## config.mk

```make
export PLATFORM = sky130hd
export DESIGN_NAME = axis_cmd_packet_tx
export DESIGN_NICKNAME = d
export VERILOG_FILES = /design/src/rtl/ctrl_pkt_pkg.sv /design/src/rtl/axis_skid_buf2.sv /design/src/rtl/axis_cmd_packet_tx.sv
export SDC_FILE = /design/constraint.sdc
export NUM_CORES = 1
export LEC_CHECK = 0
export BUFFER_PORTS_ARGS = -buffer_cell sky130_fd_sc_hd__buf_2
export CORE_MARGIN = 4
export CORE_UTILIZATION = 45
export DETAILED_ROUTE_END_ITERATION = 10
export PLACE_DENSITY = 0.65
export SLEW_MARGIN = 25
export SYNTH_ARGS = -nofsm -noshare
export SYNTH_HDL_FRONTEND = slang
export SYNTH_HIERARCHICAL = 1
export SYNTH_SLANG_ARGS = --single-unit
export TNS_END_PERCENT = 30
```

## constraint.sdc

```tcl
create_clock -name aclk -period 6.4 [get_ports aclk]
set_input_delay 0.64 -clock aclk [delete_from_list [all_inputs] [get_ports aclk]]
set_output_delay 0.64 -clock aclk [all_outputs]
set_load 0.01 [all_outputs]
```

## src/rtl/ctrl_pkt_pkg.sv

```systemverilog
// ctrl_pkt_pkg: constants and FSM state type shared by the control-packet transmitter and the receiving wrapper
package ctrl_pkt_pkg;
    localparam logic [15:0] CTRL_MAGIC  = 16'hC0DE;
    localparam logic [15:0] INSTR_WRITE = 16'h0001;
    localparam logic [15:0] INSTR_READ  = 16'h0002;
    localparam int          HDR_WORDS   = 6;
    typedef enum logic [1:0] {IDLE, HDR, PAY, DONE} state_t;
endpackage

```

## src/rtl/axis_skid_buf2.sv

```systemverilog
// axis_skid_buf2: 2-entry output register / skid buffer for an AXI-Stream master
// Ports: clk/rst_n (async active-low); i_valid/i_data push a word (caller guarantees room);
//        o_valid/o_data drive the stream, popped on o_valid && i_ready; o_count = occupancy 0..2.
module axis_skid_buf2 #(
    parameter int W = 17
) (
    input  logic         clk,
    input  logic         rst_n,
    input  logic         i_valid,
    input  logic [W-1:0] i_data,
    input  logic         i_ready,
    output logic         o_valid,
    output logic [W-1:0] o_data,
    output logic [1:0]   o_count
);
    logic [W-1:0] r_d0, r_d1;
    logic [1:0]   r_cnt;
    logic         w_pop;

    assign w_pop   = (r_cnt != 2'd0) && i_ready;
    assign o_valid = r_cnt != 2'd0;
    assign o_data  = r_d0;
    assign o_count = r_cnt;

    // r_d0 is the presented beat; it only changes when empty or when popped
    always_ff @(posedge clk or negedge rst_n) begin
        if (!rst_n) begin
            r_d0  <= '0;
            r_d1  <= '0;
            r_cnt <= 2'd0;
        end else begin
            if ((r_cnt == 2'd0 || (r_cnt == 2'd1 && w_pop)) && i_valid)
                r_d0 <= i_data;
            else if (r_cnt == 2'd2 && w_pop)
                r_d0 <= r_d1;
            if (i_valid && ((r_cnt == 2'd1 && !w_pop) || (r_cnt == 2'd2 && w_pop)))
                r_d1 <= i_data;
            r_cnt <= r_cnt + {1'b0, i_valid} - {1'b0, w_pop};
        end
    end
endmodule

```

## src/rtl/axis_cmd_packet_tx.sv

```systemverilog
// axis_cmd_packet_tx: builds BRAM control packets (6-word header + WRITE payload) on an AXI-Stream master
// Ports: aclk/aresetn (async active-low); cmd_* command request with valid/ready;
//        m_axis_* stream master; src_rd_* banked source memory (1-cycle read latency);
//        tx_busy/tx_done packet status; cmd_error pulse on rejected command.
module axis_cmd_packet_tx
    import ctrl_pkt_pkg::*;
#(
    parameter int DATA_WIDTH = 16,
    parameter int BRAM_COUNT = 16,
    parameter int ADDR_WIDTH = 9
) (
    input  logic                          aclk,
    input  logic                          aresetn,
    input  logic                          cmd_valid,
    output logic                          cmd_ready,
    input  logic [DATA_WIDTH-1:0]         cmd_instr,
    input  logic [DATA_WIDTH-1:0]         cmd_bram_start,
    input  logic [DATA_WIDTH-1:0]         cmd_bram_end,
    input  logic [ADDR_WIDTH-1:0]         cmd_addr_start,
    input  logic [DATA_WIDTH-1:0]         cmd_count,
    output logic [DATA_WIDTH-1:0]         m_axis_tdata,
    output logic                          m_axis_tvalid,
    input  logic                          m_axis_tready,
    output logic                          m_axis_tlast,
    output logic                          src_rd_en,
    output logic [$clog2(BRAM_COUNT)-1:0] src_rd_bank,
    output logic [ADDR_WIDTH-1:0]         src_rd_addr,
    input  logic [DATA_WIDTH-1:0]         src_rd_data,
    output logic                          tx_busy,
    output logic                          tx_done,
    output logic                          cmd_error
);
    localparam int BW = $clog2(BRAM_COUNT);

    state_t                r_state, w_next;
    logic [DATA_WIDTH-1:0] r_instr, r_bstart, r_bend, r_count, r_k;
    logic [ADDR_WIDTH-1:0] r_astart, r_addr;
    logic [BW-1:0]         r_bank;
    logic [2:0]            r_hdr_idx;
    logic                  r_rd_done, r_inflight, r_inf_last, r_err;

    logic                  w_accept, w_bad, w_write, w_pop, w_push_hdr, w_hdr_final, w_hdr_last;
    logic                  w_push, w_issue, w_rd_last, w_out_valid;
    logic [1:0]            w_cnt, w_occ;
    logic [DATA_WIDTH-1:0] w_hdr_word;
    logic [DATA_WIDTH:0]   w_in_data, w_out;

    assign w_accept = cmd_valid && cmd_ready;
    assign w_bad    = (cmd_count == '0) || (cmd_bram_end < cmd_bram_start) ||
                      (cmd_bram_end >= DATA_WIDTH'(BRAM_COUNT));
    assign w_write  = r_instr == DATA_WIDTH'(INSTR_WRITE);
    assign w_pop    = w_out_valid && m_axis_tready;
    // occupancy left after this cycle's pop, before any push
    assign w_occ    = w_cnt - {1'b0, w_pop};

    assign w_hdr_final = r_hdr_idx == 3'(HDR_WORDS - 1);
    assign w_push_hdr  = (r_state == HDR) && (r_hdr_idx < 3'(HDR_WORDS)) && (w_occ != 2'd2);
    assign w_hdr_last  = w_hdr_final && !w_write;
    assign w_hdr_word  = (r_hdr_idx == 3'd0) ? DATA_WIDTH'(CTRL_MAGIC) :
                         (r_hdr_idx == 3'd1) ? r_instr  :
                         (r_hdr_idx == 3'd2) ? r_bstart :
                         (r_hdr_idx == 3'd3) ? r_bend   :
                         (r_hdr_idx == 3'd4) ? DATA_WIDTH'(r_astart) : r_count;

    // read data returning this cycle always has priority; header pushes never overlap it
    assign w_push    = w_push_hdr || r_inflight;
    assign w_in_data = r_inflight ? {r_inf_last, src_rd_data} : {w_hdr_last, w_hdr_word};

    // a read may only be issued if its word is guaranteed a buffer slot next cycle;
    // the first read goes out alongside the final header word so the stream stays gap-free
    assign w_rd_last = (r_bank == r_bend[BW-1:0]) && (r_k == r_count - 1'b1);
    assign w_issue   = w_write && !r_rd_done &&
                       (({1'b0, w_occ} + {2'b0, w_push}) < 3'd2) &&
                       ((w_push_hdr && w_hdr_final) || r_state == PAY);

    axis_skid_buf2 #(.W(DATA_WIDTH + 1)) u_skid (
        .clk     (aclk),
        .rst_n   (aresetn),
        .i_valid (w_push),
        .i_data  (w_in_data),
        .i_ready (m_axis_tready),
        .o_valid (w_out_valid),
        .o_data  (w_out),
        .o_count (w_cnt)
    );

    assign m_axis_tvalid = w_out_valid;
    assign m_axis_tdata  = w_out[DATA_WIDTH-1:0];
    assign m_axis_tlast  = w_out[DATA_WIDTH];
    assign cmd_ready     = r_state == IDLE;
    assign tx_busy       = (r_state == HDR) || (r_state == PAY);
    assign tx_done       = r_state == DONE;
    assign cmd_error     = r_err;
    assign src_rd_en     = w_issue;
    assign src_rd_bank   = r_bank;
    assign src_rd_addr   = r_addr;

    always_ff @(posedge aclk or negedge aresetn) begin
        if (!aresetn)
            r_state <= IDLE;
        else
            r_state <= w_next;
    end

    always_comb begin
        w_next = r_state;
        if (r_state == IDLE)
            w_next = (w_accept && !w_bad) ? HDR : IDLE;
        else if (r_state == DONE)
            w_next = IDLE;
        else if (w_pop && m_axis_tlast)
            w_next = DONE;
        else if (r_state == HDR && w_push_hdr && w_hdr_final && w_write)
            w_next = PAY;
    end

    always_ff @(posedge aclk or negedge aresetn) begin
        if (!aresetn) begin
            r_instr    <= '0;
            r_bstart   <= '0;
            r_bend     <= '0;
            r_count    <= '0;
            r_astart   <= '0;
            r_hdr_idx  <= '0;
            r_bank     <= '0;
            r_addr     <= '0;
            r_k        <= '0;
            r_rd_done  <= 1'b0;
            r_inflight <= 1'b0;
            r_inf_last <= 1'b0;
            r_err      <= 1'b0;
        end else begin
            r_err      <= w_accept && w_bad;
            r_inflight <= w_issue;
            r_inf_last <= w_rd_last;
            if (w_accept) begin
                r_instr   <= cmd_instr;
                r_bstart  <= cmd_bram_start;
                r_bend    <= cmd_bram_end;
                r_count   <= cmd_count;
                r_astart  <= cmd_addr_start;
                r_hdr_idx <= '0;
                r_bank    <= cmd_bram_start[BW-1:0];
                r_addr    <= cmd_addr_start;
                r_k       <= '0;
                r_rd_done <= 1'b0;
            end
            if (w_push_hdr)
                r_hdr_idx <= r_hdr_idx + 3'd1;
            // address wraps inside a bank; only exhausting count advances the bank
            if (w_issue) begin
                if (r_k == r_count - 1'b1) begin
                    r_k       <= '0;
                    r_bank    <= r_bank + 1'b1;
                    r_addr    <= r_astart;
                    r_rd_done <= w_rd_last;
                end else begin
                    r_k    <= r_k + 1'b1;
                    r_addr <= r_addr + 1'b1;
                end
            end
        end
    end
endmodule

```

# --- Word-level counts from Yosys, hierarchy flattened ---
# Cells that the tools add are included.
# Widths: inputs -> output; s select.
totals:
  regBits: 147
  inputBits: 93
op_classes:
  add_sub_neg: 9
  order_cmp: 4
  n_eq_ne: 14
  mux: 27
  reduce_logical: 41
ops:
  columns: ["operator", "count"]
  rows:
  - ["$mux 16", 8]
  - ["$mux 17", 3]
  - ["$mux 9", 3]
  - ["$logic_and 1x1->1", 21]
  - ["$add 16x1->16 const B", 1]
  - ["$eq 16x1->1 const B", 1]
  - ["$eq 16x16->1", 1]
  - ["$ge 16x5->1 const B", 1]
  - ["$logic_not 16->1", 1]
  - ["$lt 16x16->1", 1]
  - ["$sub 16x1->16 const B", 1]
  - ["$mux 4", 3]
  - ["$add 9x1->9 const B", 1]
  - ["$mux 2", 4]
  - ["$reduce_bool 2->1", 4]
  - ["$logic_or 1x1->1", 7]
  - ["$eq 2x2->1 const B", 3]
  - ["$eq 3x2->1 const B", 2]
  - ["$eq 3x3->1 const B", 2]
  - ["$mux 3", 2]
  - ["$add 4x1->4 const B", 1]
  - ["$eq 2x1->1 const B", 2]
  - ["$eq 4x4->1", 1]
  - ["$logic_not 1->1", 4]
  - ["12 further kinds", 17]

# --- Longest topological paths before layout ---
depth:
  ltp_word: 12
  mapped_depth: 12
  ltp_nobuf: 12

# --- By module ---
# The synthesis kept the hierarchy.
by_module_without_submodules:
  columns: ["mod", "instances", "cells_each", "area_per_inst_um2", "seq_area_each_um2"]
  rows:
  - ["axis_cmd_packet_tx", 1, 857, 6867.8, 2777.7]
  - ["axis_skid_buf2", 1, 102, 1634.1, 900.9]

# --- Least setup slack after synthesis ---
# No wires, ideal clock.
synth_path:
  path_kind: "reg2out"
  start: "register u_skid.r_cnt[1], in the netlist u_skid/o_count[1]"
  end: "output port src_rd_en"
  arrival_time_ns: 2.389
  required_ns: 5.760
  setup_slack_ns: 3.371
  stages_incl_launch_ff: 11
  path_buffers: 1
  path_cell_list: "dfrtp_1 or2_2 and2_1 ha_1 xor2_1 nand2_1 and2_1 a31oi_1 or2_2 inv_1 clkbuf_1"
synth_via:
  elab_chain_cells: 10
  word_cells_on_any_way: 12
synth_rtl:
  columns: ["item", "line_no", "text"]
  rows:
  - ["start, declared", "axis_skid_buf2.sv:17", "logic [1:0] r_cnt;"]
  - ["start signal, assigned", "axis_skid_buf2.sv:38", "r_cnt <= r_cnt + {1'b0, i_valid} - {1'b0, w_pop};"]
  - ["$reduce_bool 2->1 *", "axis_skid_buf2.sv:21", "assign o_valid = r_cnt != 2'd0;"]
  - ["net m_axis_tvalid", "axis_cmd_packet_tx.sv:22", "output logic m_axis_tvalid,"]
  - ["$logic_and 1x1->1 *", "axis_cmd_packet_tx.sv:52", "assign w_pop = w_out_valid && m_axis_tready;"]
  - ["$sub 2x1->2 *", "axis_cmd_packet_tx.sv:54", "assign w_occ = w_cnt - {1'b0, w_pop};"]
  - ["$ne 2x2->1", "axis_cmd_packet_tx.sv:57", "assign w_push_hdr = (r_state == HDR) && (r_hdr_idx < 3'(HDR_WORDS)) && (w_occ != 2'd2);"]
  - ["$logic_and 1x1->1", "axis_cmd_packet_tx.sv:57", null]
  - ["$logic_or 1x1->1", "axis_cmd_packet_tx.sv:66", "assign w_push = w_push_hdr || r_inflight;"]
  - ["$add 2x1->3", "axis_cmd_packet_tx.sv:73", "(({1'b0, w_occ} + {2'b0, w_push}) < 3'd2) &&"]
  - ["$lt 3x2->1", "axis_cmd_packet_tx.sv:73", null]
  - ["$logic_and 1x1->1", "axis_cmd_packet_tx.sv:72", "assign w_issue = w_write && !r_rd_done &&"]
  - ["$logic_and 1x1->1 *", "axis_cmd_packet_tx.sv:73", null]
  - ["end, declared", "axis_cmd_packet_tx.sv:25", "output logic src_rd_en,"]
# The timed path passes the listed nets; every way through them passes the cells marked *.

# --- Worst setup path after layout ---
layout_path:
  start: "register u_skid.r_cnt[1], in the netlist u_skid/o_count[1]"
  end: "output port src_rd_en"
layout_via:
  elab_chain_cells: 10
  word_cells_on_any_way: 12
layout_rtl:
  columns: ["item", "line_no"]
  rows:
  - ["$reduce_bool 2->1", "axis_skid_buf2.sv:21"]
  - ["$logic_and 1x1->1", "axis_cmd_packet_tx.sv:52"]
  - ["$sub 2x1->2 *", "axis_cmd_packet_tx.sv:54"]
  - ["$ne 2x2->1", "axis_cmd_packet_tx.sv:57"]
  - ["$logic_and 1x1->1", "axis_cmd_packet_tx.sv:57"]
  - ["$logic_or 1x1->1", "axis_cmd_packet_tx.sv:66"]
  - ["$add 2x1->3", "axis_cmd_packet_tx.sv:73"]
  - ["$lt 3x2->1", "axis_cmd_packet_tx.sv:73"]
  - ["$logic_and 1x1->1", "axis_cmd_packet_tx.sv:72"]
  - ["$logic_and 1x1->1 *", "axis_cmd_packet_tx.sv:73"]
# Every way passes the cells marked *; elsewhere a longest branch is shown, timed or not.

==> flow_summary.toml <==
[status]
status = "finished clean"

[timing]
finalCritPeriodShare_pct = 61.83
whs_ps = 241.0
min_period_ps = 3957
fin_skew_ps = 6.975
tns_ps = 0
worst_slew_pin_slew_ps = 1014
hold_viol = 0
setup_viol = 0
finalMaxSlewViolations = 0
clock.fmax_mhz = 252.7
max_slew_margin_pct = 32.14
rsz0062_at_grt = "false"

[logic_synthesis]
syn-num-nets = 1082
yosysSeqAreaShare_pct = 43.27
synth_top_area_share_pct = 43.27
syn_inst = 959
yosysWarnings = 6
syn_area_um2 = 8502
ys.flop_type = "dfrtp_1"
synth_cell_types = 66
async_reset_ff_share_pct = 100.0
synth.area.top_cells = "dfrtp_1 (43%), nand2_1 (12%), mux2_2 (5.7%)"
yosysMostFrequentCell = "nand2_1"
synthTopCellsByCount = "nand2_1 (273), dfrtp_1 (147), o21ai_0 (59)"
synth_edf_count = 0
avgSynthCellArea_um2 = 8.865
synth_top_area_cell = "dfrtp_1"
synth_seq_cells = 147

[clocking]
cts_inserted_buffers = 17
cts_tree = "built"
ctsHtreeMaxLevel = 4
ctsHoldBuffers = 0
cts_root_buf = "clkbuf_16"
post_cts_buffers = 0
cts_sinks = 147
path_clk_slew_ps = 60
cts_resized = 0
clockBufferDepth = 2
clock_latency_ps = 420

[floorplanning]
ios = 129
rows = 50
die_h_um = 145.5
die_area_um2 = 21160
start_util_pct = 45.60
core_area_um2 = 18640
die_x_um = 145.5

[setup_path]
cp.required_ps = 5760
worst_setup_path_start_kind = "flop"
cpPeakStageDelay_ps = 440
arrival_ps = 3320
critPathLaunch = "u_skid/o_count[1]$_DFF_PN0_"
worstSetupPathType = "flop to output pin"
crit_path_end_kind = "output pin"
crit_path_cell_trace = "or2_2 > and2_1 > ha_1 > xor2_1 > nand2_1 > and2_1 > a31oi_1 > or2_2 > inv_1 > buf_2"
slowest_stage = "or2_2"
r2r_cells = 8
cp_max_fo = 23
reg2reg_from = "r_count[2]$_DFFE_PN0P_"

[detailed_routing]
first_iter_violations = 553
avgRoutedWirePerCell_um = 17.63
vias = 7178
drc = 0
vias_per_cell = 5.500
ant_nets = 0
drt_pass1_iterations = 5
drt-total-wl_um = 23010

[global_route]
grt_pass1_wl_um = 37780
grt_max_degree = 80
grt_pass1_vias = 7110
antenna_found_initial = 0
grt_usage_pct = 22.02
overflow = 0

[hold_path]
hp-class = "input port to async pin"

[cells_and_area]
antenna_cells = 0
final_nets = 1181
area_growth_pct = 17.17
drive_gt1_share_pct = 22.13

[pwr]
ir_drop_mv = 0.1999
pwr_density_cell_nw_per_um2 = 223.9
p_leak_uw = 0.005198

[place]
port_buffers = 128
dp.final_hpwl_um = 16500
gp_congestion = 0.8715

[run]
drv_cap = 0
## where the power goes
group / total [µW] / internal, µW / leakage (µW) / switching, µW
logic: 80.4 / 31.8 / 0.00283 / 48.6
clock network: 1220 / 822 / 0.000344 / 399
registers: 929 / 929 / 0.00202 / 0
total: 2230 / 1780 / 0.00520 / 448
## layout make-up
type	count	area (µm²)
multi-input combinational	728	4466
tap	234	292.8
clock buffer	19	442.9
sequential	147	3679
timing repair buffer	133	688.2
clock inverter	13	277.8
fill	1720	8681
inverter	31	116.4
## cell usage in the layout (no fill, tap or decap), types with 10 or more instances in the layout
cell type and count:
inv_1 31, nand2_1 272, a22o_1 11, a21oi_1 48, mux2_2 43, o211ai_1 17
nor2_1 20, a31oi_1 17, o21ai_0 59, and3_1 20, dfrtp_1 147, ha_1 29
nand3_1 25, mux2_4 10, nor4_1 11, xnor2_1 13, nor3_1 10, nor2b_1 12
xor2_1 15, buf_2 127, or3_1 13, clkbuf_16 17
## routing by layer
metal	global-route usage [%]	vias up	part of all wire, %
met4	5.033	0	1.2
met2	35.29	173	47
li1	-	3508	-
met3	3.955	22	4.4
met5	0	-	0
met1	31.37	3475	47
## worst max-delay path, delay by kind of cell (launching register included)
kind	cells	cell delay (ps)
xor gates and xnor gates	1	200
AOI/OAI and AO/OA	1	250
and+or+nand+nor	5	1240
DFF	1	430
buffers and inverters	2	580
adders and majority gates	1	190
## path summary, 6_finish.rpt
check | end | slack [ps]
worst max register to register | r_k[3]$_DFFE_PN0P_ | 2720
min in group aclk | r_instr[13]$_DFFE_PN0P_ | 420
worst min-delay path | u_skid/r_d1[12]$_DFFE_PN0P_ | 240
max in group asynchronous | r_astart[7]$_DFFE_PN0P_ | 4810
worst max-delay path | src_rd_en | 2440
worst min register to register | r_bstart[2]$_DFFE_PN0P_ | 470
## through the flow
step	total power (µW)	setup WS (ps)	area (µm²)	std cells	util, %
3_5_place_dp	1028	2766	9225	1272	49.48
4_1_cts	2249	2468	9946	1304	53.35
6_report	2231	2443	9962	1305	53.44
2_1_floorplan	965.3	3371	8502	959	-
3_3_place_gp	1027	2827	9225	1272	49.48
5_1_grt	2301	2206	9962	1305	53.44
## cell families after synthesis
kind of cell / Yosys count / synth area share [%]
AO/OA/AOI/OAI: 186 / 13.76
multiplexers: 60 / 8.285
adder cells (fa/ha/maj): 30 / 4.415
AND/OR/NAND/NOR: 423 / 22.75
flip-flops: 147 / 43.27
XOR/XNOR: 29 / 3.149
buffers and inverters: 84 / 4.371
## sequential cells by signal (all words and copies together) (netlist names), 16 cells and up
register,flops
r_bend,16
r_count,16
u_skid/r_d1,17
u_skid/o_data,17
r_bstart,16
r_k,16
r_instr,16
Power figures use the tool's default switching activity.
